<file path="src/rtl/savestate_sequencer.sv">
// Drives the clock divider's halt/turbo/begin_reset controls around a savestate
// transfer, stopping the CPU just after a half (65k-only) tick.
module savestate_sequencer #(
    parameter logic [2:0]  LOAD_TICKS     = 3'd4,
    parameter logic [23:0] TIMEOUT_CYCLES = 24'd8000000
) (
    input  logic clk,
    input  logic reset_n,
    input  logic ss_save_req,
    input  logic ss_load_req,
    input  logic clk_en_32_768khz,
    input  logic clk_en_65_536khz,
    input  logic ss_xfer_done,
    output logic ss_halt,
    output logic ss_turbo,
    output logic ss_begin_reset,
    output logic ss_xfer_start,
    output logic ss_xfer_is_load,
    output logic ss_busy,
    output logic ss_done,
    output logic ss_error
);

    typedef enum logic [2:0] {
        IDLE,
        SAVE_ALIGN,
        LOAD_BEGIN,
        LOAD_COUNT,
        XFER,
        RESUME
    } state_t;

    state_t      state;
    logic        seen_full;
    logic        xfer_issued;
    logic [2:0]  tick_cnt;
    logic [23:0] wait_cnt;

    logic        tick_full;
    logic        tick_half;
    logic        load_reached;
    logic        timed_out;
    logic        waiting;
    logic        advance;
    logic [23:0] wait_inc;

    // A lone 32k strobe is not a legal tick and falls out of both classes.
    assign tick_full    = clk_en_32_768khz & clk_en_65_536khz;
    assign tick_half    = clk_en_65_536khz & ~clk_en_32_768khz;
    assign load_reached = ({1'b0, tick_cnt} + 4'd1) >= {1'b0, LOAD_TICKS};
    assign timed_out    = (wait_cnt == TIMEOUT_CYCLES - 24'd1);
    assign wait_inc     = (wait_cnt == '1) ? wait_cnt : wait_cnt + 24'd1;

    // Progress in a wait state takes priority over a coincident timeout.
    always_comb begin
        advance = 1'b0;
        waiting = 1'b0;
        case (state)
            SAVE_ALIGN: begin
                waiting = 1'b1;
                advance = tick_half & seen_full;
            end
            LOAD_COUNT: begin
                waiting = 1'b1;
                advance = tick_half & load_reached;
            end
            XFER: begin
                waiting = 1'b1;
                advance = xfer_issued & ss_xfer_done;
            end
            default: begin
                advance = 1'b0;
                waiting = 1'b0;
            end
        endcase
    end

    always_ff @(posedge clk or negedge reset_n) begin
        if (!reset_n) begin
            state           <= IDLE;
            seen_full       <= 1'b0;
            xfer_issued     <= 1'b0;
            tick_cnt        <= 3'd0;
            wait_cnt        <= 24'd0;
            ss_halt         <= 1'b0;
            ss_turbo        <= 1'b0;
            ss_begin_reset  <= 1'b0;
            ss_xfer_start   <= 1'b0;
            ss_xfer_is_load <= 1'b0;
            ss_busy         <= 1'b0;
            ss_done         <= 1'b0;
            ss_error        <= 1'b0;
        end else begin
            ss_begin_reset <= 1'b0;
            ss_xfer_start  <= 1'b0;
            ss_done        <= 1'b0;
            ss_error       <= 1'b0;

            if (waiting && !advance && timed_out) begin
                state           <= IDLE;
                wait_cnt        <= 24'd0;
                ss_halt         <= 1'b0;
                ss_turbo        <= 1'b0;
                ss_busy         <= 1'b0;
                ss_xfer_is_load <= 1'b0;
                ss_error        <= 1'b1;
            end else begin
                case (state)
                    IDLE: begin
                        wait_cnt <= 24'd0;
                        if (ss_save_req) begin
                            state           <= SAVE_ALIGN;
                            seen_full       <= 1'b0;
                            ss_busy         <= 1'b1;
                            ss_turbo        <= 1'b1;
                            ss_xfer_is_load <= 1'b0;
                        end else if (ss_load_req) begin
                            state           <= LOAD_BEGIN;
                            ss_busy         <= 1'b1;
                            ss_turbo        <= 1'b1;
                            ss_xfer_is_load <= 1'b1;
                            ss_begin_reset  <= 1'b1;
                        end
                    end
                    SAVE_ALIGN: begin
                        if (tick_full) seen_full <= 1'b1;
                        if (advance) begin
                            state       <= XFER;
                            ss_halt     <= 1'b1;
                            xfer_issued <= 1'b0;
                            wait_cnt    <= 24'd0;
                        end else begin
                            wait_cnt <= wait_inc;
                        end
                    end
                    LOAD_BEGIN: begin
                        state    <= LOAD_COUNT;
                        tick_cnt <= 3'd0;
                        wait_cnt <= 24'd0;
                    end
                    LOAD_COUNT: begin
                        // Saturates so a FULL at the target count keeps us armed for the next HALF.
                        if (clk_en_65_536khz && tick_cnt != LOAD_TICKS) tick_cnt <= tick_cnt + 3'd1;
                        if (advance) begin
                            state       <= XFER;
                            ss_halt     <= 1'b1;
                            xfer_issued <= 1'b0;
                            wait_cnt    <= 24'd0;
                        end else begin
                            wait_cnt <= wait_inc;
                        end
                    end
                    XFER: begin
                        if (advance) begin
                            state           <= RESUME;
                            wait_cnt        <= 24'd0;
                            ss_halt         <= 1'b0;
                            ss_turbo        <= 1'b0;
                            ss_busy         <= 1'b0;
                            ss_xfer_is_load <= 1'b0;
                            ss_done         <= 1'b1;
                        end else begin
                            wait_cnt <= wait_inc;
                            if (!xfer_issued) begin
                                ss_xfer_start <= 1'b1;
                                xfer_issued   <= 1'b1;
                            end
                        end
                    end
                    RESUME: begin
                        state    <= IDLE;
                        wait_cnt <= 24'd0;
                    end
                    default: begin
                        state <= IDLE;
                    end
                endcase
            end
        end
    end

endmodule

</file>
<file path="config.mk">
export PLATFORM = sky130hd
export DESIGN_NAME = savestate_sequencer
export DESIGN_NICKNAME = d
export VERILOG_FILES = /design/src/rtl/savestate_sequencer.sv
export SDC_FILE = /design/constraint.sdc
export NUM_CORES = 1
export LEC_CHECK = 0
export CELL_PAD_IN_SITES_DETAIL_PLACEMENT = 0
export CELL_PAD_IN_SITES_GLOBAL_PLACEMENT = 1
export CORE_MARGIN = 3
export CORE_UTILIZATION = 45
export CTS_CLUSTER_SIZE = 12
export DETAILED_ROUTE_END_ITERATION = 12
export HOLD_SLACK_MARGIN = 0.12
export MAX_ROUTING_LAYER = met4
export PLACE_DENSITY_LB_ADDON = 0.1
export SLEW_MARGIN = 40
export SYNTH_ARGS = -nofsm -noshare
export SYNTH_HDL_FRONTEND = slang
export SYNTH_SLANG_ARGS = --single-unit
</file>
<file path="constraint.sdc">
create_clock -name clk -period 4.1 [get_ports clk]
set_input_delay 0.41 -clock clk [delete_from_list [all_inputs] [get_ports clk]]
set_output_delay 0.41 -clock clk [all_outputs]
set_load 0.005 [all_outputs]
</file>
==> results of run 1 <==
state kept, by name, indices dropped and copies added (netlist names):
register         cells
ss_xfer_start        1
state                3
tick_cnt             3
ss_busy              1
ss_error             1
ss_done              1
ss_halt              1
ss_begin_reset       1
ss_xfer_is_load      1
wait_cnt            24
xfer_issued          1
seen_full            1
layout make-up:
cell class | instances | area (um2) | area share
Inverter | 7 | 26.3 | 0.0100
Multi-Input combinational cell | 208 | 1250 | 0.478
Sequential cell | 39 | 976 | 0.372
Timing Repair Buffer | 15 | 148 | 0.0563
Tap cell | 67 | 83.8 | 0.0320
Clock inverter | 3 | 67.6 | 0.0258
Clock buffer | 5 | 68.8 | 0.0262
critical path: cells and delay by family, from the launching register on:
kind	cells	cell delay [ps]
flops	1	630
simple gates	2	830
compound gates	4	1050
cells in the final DEF (no fill, tap or decap), types with 7 or more instances in the layout:
master,netlist,layout
dfrtp_1,39,39
nor2_1,24,24
nand2_1,24,24
nand3_1,20,20
a21oi_1,16,16
o21ai_0,14,14
clkdlybuf4s50_1,0,13
inv_1,7,7
nand4_1,7,7
o21ai_1,7,7
or3_1,7,7
worst paths after layout:
kind,from,slack [ps],cells past startpoint,endpoint
max,state[2],1500,6,wait_cnt[12]
min,xfer_issued,460,1,ss_xfer_start
max reg2reg,state[2],1500,6,wait_cnt[12]
min reg2reg,xfer_issued,460,1,ss_xfer_start
max in group asynchronous,reset_n,3120,2,wait_cnt[3]
min in group asynchronous,reset_n,610,2,wait_cnt[16]
logic make-up after synthesis:
family	after synthesis	synth area share
and+or+nand+nor	125	0.287
xor gates and xnor gates	7	0.0264
adders and majority gates	3	0.0161
AOI/OAI and AO/OA	73	0.207
DFF	39	0.420
buffers and inverters	19	0.0436
per-layer routing:
layer / part of all wire / global-route usage / vias to the layer above / routed length (um)
li1: - / - / 1005 / -
met1: 0.48 / 0.239 / 946 / 2500
met2: 0.49 / 0.309 / 26 / 2540
met3: 0.026 / 0.0429 / 4 / 136
met4: 0.0065 / 0.0658 / 0 / 34
met5: 0 / - / - / 0
synth_stat cells, types with 5 or more instances:
library cell and count:
dfrtp_1 39, nand2_1 24, nor2_1 24, nand3_1 20, a21oi_1 16, o21ai_0 14, inv_1 7, nand4_1 7
o21ai_1 7, or3_1 7, nand2b_1 6, nor3_1 6, o211ai_1 6, o31ai_1 6, clkbuf_1 5, or4_1 5
power by group:
part           switching [mW]  internal [mW]
registers              0.0933          0.447
logic                   0.252          0.174
clock network           0.149          0.243
total                   0.494          0.864
what timing repair did:
action                                  in CTS  in global routing
endpoints found under the setup margin       0                  0
hold endpoints to repair                    39                  0
hold buffers                                 1                  0
==> metrics.md, run 1 <==
| Metric | Value |
|---|---|
| Mapped cell area | 2320 um2 |
| CP Max Fanout | 22 |
| Setup tns final | 0 ps |
| Cell taking the most area after synthesis | dfrtp_1 |
| First-pass GRT wire length | 9110 um |
| Final-stage net count | 286 |
| CORE AREA | 4850 um2 |
| Dpl cell area | 2480 um2 |
| Largest net degree at the start of global routing | 40 |
| Prevailing post-synth register cell | dfrtp_1 |
| Crit-path slowest cell | dfrtp_1 |
| Minimum clock period | 2600 ps |
| Syn avg cell area | 8.74 um2 |
| Initial drt markers | 95 |
| Peak VDD IR | 0.309 mV |
| Yosys reg bits | 39 |
| Slew HR | 0.623 |
| Crit path DAT | 2820 ps |
| Synth top area cells | dfrtp_1 (42%), nand3_1 (4.3%), nand2_1 (3.9%) |
| Hold slack final | 461 ps |
| Synth warn | 0 |
| Antenna Nets Post-Route | 0 |
| Die Ht | 77.9 um |
| Ports | 15 |
| Final instance area | 2620 um2 |
| Drt wl/cell | 15.2 um |
| Max_cap viols | 0 |
| Worst Path Required | 4320 ps |
| Post-CTS Setup Inserts | 0 |
| Crit-path cells | nand2b_1, o22a_1, o31a_1, o21ai_4, or4_1, a21oi_1 |
| Fin worst setup slack | 1500 ps |
| Pre-CTS setup slack | 1290 ps |
| Placed cells | 335 |
| Final Hold Fails | 0 |
| Layout filler cell count | 453 |
| Worst-Margin Slew | 565 ps |
| Rows | 25 |
| Vias in the first global route | 1,902 |
| Max Clk Rate | 385 MHz |
| Clk_skew | 5.51 ps |
| Final Routed Wirelength | 5220 um |
| Clock sinks | 39 |
| Hold Crit Class | reg2reg |
| Post-synthesis sequential area ratio | 0.420 |
| Initial Utilization | 0.479 |
| Distinct cells, synth | 49 |
| Post-detail-place hpwl | 3660 um |
| Gr ovfl total | 0 |
| Total power | 1.36 mW |
| Maximum buffer depth of the clock tree | 2 |
| Syn_nets | 276 |
| Non-filler cells, final | 344 |
| Status | completed |
| Detailed Routing Iterations Pass 1 | 4 |
| H-tree depth | 2 |
| DIE AREA | 6060 um2 |
| Post-Route Utilization | 0.541 |
| Die span in x | 77.9 um |
| RSZ-0062 raised after global routing | no |
| Clock root cell | clkbuf_8 |
| Layout area overhead | 12.8% |
| Worst Setup Start Kind | register |
| Setup CP Type | reg2reg |
| Post-synthesis cell count | 266 |
| CTS tree | yes |
| Leakage Power | 1.01 nW |
| Resized cells post-CTS | 0 |
| Port-buffer cells | 14 |
| Max incr delay on CP | 630 ps |
| GPL Wtd Cong | 0.826 |
| Slew Viols, Final | 0 |
| Via count | 1,981 |
| Drt drc | 0 |
| Total GRT Usage | 0.192 |
| DR vias/cell | 5.76 |
| Layout cells sized above 1 | 0.0578 |
| Share of synthesized flip-flops with an asynchronous set or reset | 1.00 |
| Setup violators final | 0 |
| Initial antenna violation count | 0 |
| Clk pin slew, worst setup/hold paths | 80 ps |
| CTS buffer count | 5 |
| PD cells | 518 nW/um2 |
| Clk Latency, worst-skew pair | 300 ps |
| Post-synth EDFFs | 0 |
| Critical Path End Type | register |
| Period utilisation layout | 0.633 |
| Diode count | 0 |
| Synth top area share | 0.420 |
Power figures use the tool's default switching activity.
==> inputs of run 2 (changes only) <==
--- a/config.mk
+++ b/config.mk
@@ -8,7 +8,7 @@
 export CELL_PAD_IN_SITES_DETAIL_PLACEMENT = 0
 export CELL_PAD_IN_SITES_GLOBAL_PLACEMENT = 1
 export CORE_MARGIN = 3
-export CORE_UTILIZATION = 45
+export CORE_UTILIZATION = 41
 export CTS_CLUSTER_SIZE = 12
 export DETAILED_ROUTE_END_ITERATION = 12
 export HOLD_SLACK_MARGIN = 0.12
==> constraint.sdc (replaced) <==
create_clock -name clk -period 2.35 [get_ports clk]
set_input_delay 0.235 -clock clk [delete_from_list [all_inputs] [get_ports clk]]
set_output_delay 0.235 -clock clk [all_outputs]
set_load 0.005 [all_outputs]
==> metrics.md, run 2 (synthesis gave the netlist of run 1 again) <==
| Metric | Value |
|---|---|
| Via count | 2,068 |
| Largest net degree at the start of global routing | 40 |
| Rows | 26 |
| Clk pin slew, worst setup/hold paths | 70 ps |
| Diode count | 0 |
| Max FFs per register | 24 |
| Final Routed Wirelength | 5440 um |
| Crit. Startpoint | tick_cnt[1] |
| Reg with most FFs | wait_cnt |
| Layout cells sized above 1 | 0.142 |
| Total GRT Usage | 0.189 |
| Clk_skew | 6.26 ps |
| CTS buffer count | 5 |
| CORE AREA | 5300 um2 |
| CTS tree | yes |
| Setup CP Type | reg2reg |
| Setup violators final | 0 |
| Critical R2R Capture | wait_cnt[12] |
| DR vias/cell | 5.54 |
| Critical Path End Type | register |
| Antenna Nets Post-Route | 0 |
| Final-stage net count | 312 |
| Pre-CTS setup slack | 113 ps |
| Max Clk Rate | 460 MHz |
| Hold Crit Class | in2async |
| Slew HR | 0.670 |
| Commonest non-fill, non-tap cell in the layout | dfrtp_1 |
| Commonest non-fill, non-tap cells in the layout | dfrtp_1 (39), buf_4 (25), nor2_1 (24), nand2_1 (24), nand3_1 (20) |
| Die span in x | 81.3 um |
| Die Ht | 81.3 um |
| Minimum clock period | 2170 ps |
| Period utilisation layout | 0.925 |
| Worst Setup Start Kind | register |
| RSZ-0062 raised after global routing | no |
| Slack of the worst reg-to-reg path | 180 ps |
| Max_cap viols | 0 |
| Vias in the first global route | 1,878 |
| H-tree depth | 2 |
| Layout area overhead | 20.8% |
| Top Registers | wait_cnt: 24 flops, state: 3 flops, tick_cnt: 3 flops |
| Peak VDD IR | 0.448 mV |
| Crit path DAT | 2390 ps |
| Initial antenna violation count | 0 |
| Clk Latency, worst-skew pair | 280 ps |
| PD cells | 828 nW/um2 |
| Gr ovfl total | 0 |
| Fin worst setup slack | 176 ps |
| Drt wl/cell | 14.6 um |
| Worst-Margin Slew | 495 ps |
| Initial drt markers | 211 |
| Final Hold Fails | 0 |
| Worst setup path end | wait_cnt[12] |
| Leakage Power | 1.14 nW |
| Worst Path Required | 2560 ps |
| Initial Utilization | 0.438 |
| Port-buffer cells | 14 |
| Detailed Routing Iterations Pass 1 | 5 |
| Ports | 15 |
| GPL Wtd Cong | 0.845 |
| Status | completed |
| Clock sinks | 39 |
| Reg-to-Reg Start | tick_cnt[1] |
| Maximum buffer depth of the clock tree | 2 |
| Clock root cell | clkbuf_8 |
| CP Max Fanout | 11 |
| First-pass GRT wire length | 9370 um |
| Slew Viols, Final | 0 |
| DIE AREA | 6610 um2 |
| Drt drc | 0 |
| Post-detail-place hpwl | 3990 um |
| Setup tns final | 0 ps |
| Reg2Reg Depth | 8 |
run 2: worst max-delay path: stages (launching register included):
cell and delay [ps]:
dfrtp_1 420, ha_2 270, o21ai_1 80, a31oi_2 210, o31a_1 240, o21ai_4 90, buf_12 150, or4_1 490
a21oi_1 160
run 2: worst min-delay path by stage:
stage                start               to  slack, ps  depth (start not counted)
3_5_place_dp       reset_n   ss_begin_reset        240                          1
5_1_grt        xfer_issued    ss_xfer_start        500                          1
6_report           reset_n  ss_xfer_is_load        460                          2
3_3_place_gp       reset_n  ss_xfer_is_load        420                          1
2_1_floorplan      reset_n        seen_full        -60                          0
4_1_cts        xfer_issued    ss_xfer_start        470                          1
run 2: cell type report:
| cell class | instances | area (um2) |
|---|---|---|
| clock buffer | 7 | 76.3 |
| clock inverter | 1 | 5.00 |
| fill | 508 | 2490 |
| inverter | 7 | 26.3 |
| multi-input combinational | 208 | 1270 |
| sequential | 39 | 976 |
| tap | 70 | 87.6 |
| timing repair buffer | 41 | 368 |
run 2: per-layer routing:
layer  up-vias  part of all wire  GRT usage
met5         -                 0          -
met4         0            0.0042     0.0405
met3         2             0.041     0.0333
met2        43              0.42      0.255
met1       962              0.54      0.292
li1       1061                 -          -
run 2: where the power goes:
part | switching (mW) | internal, mW
Sequential | 0.104 | 0.781
Clock | 0.220 | 0.208
Combinational | 0.547 | 0.462
Total | 0.872 | 1.45
run 2: what timing repair did:
| action | 4_1_cts | 5_1_grt |
|---|---|---|
| hold buffers | 1 | 0 |
| setup endpoints to repair | 0 | 8 |
| buffers inserted | 0 | 1 |
| gates resized for setup | 0 | 5 |
| hold endpoints to repair | 39 | 0 |
run 2: through the flow:
| stage | power [mW] | hold slack [ps] | area [um2] | utilization | instances |
|---|---|---|---|---|---|
| 6_report | 2.32 | 463 | 2810 | 0.529 | 373 |
| 5_1_grt | 2.53 | 501 | 2810 | 0.529 | 373 |
| 4_1_cts | 2.33 | 466 | 2770 | 0.522 | 372 |
| 3_5_place_dp | 1.89 | 243 | 2680 | 0.504 | 363 |
| 3_3_place_gp | 1.89 | 416 | 2670 | 0.504 | 363 |
| 2_1_floorplan | 1.51 | -60.6 | 2320 | - | 266 |
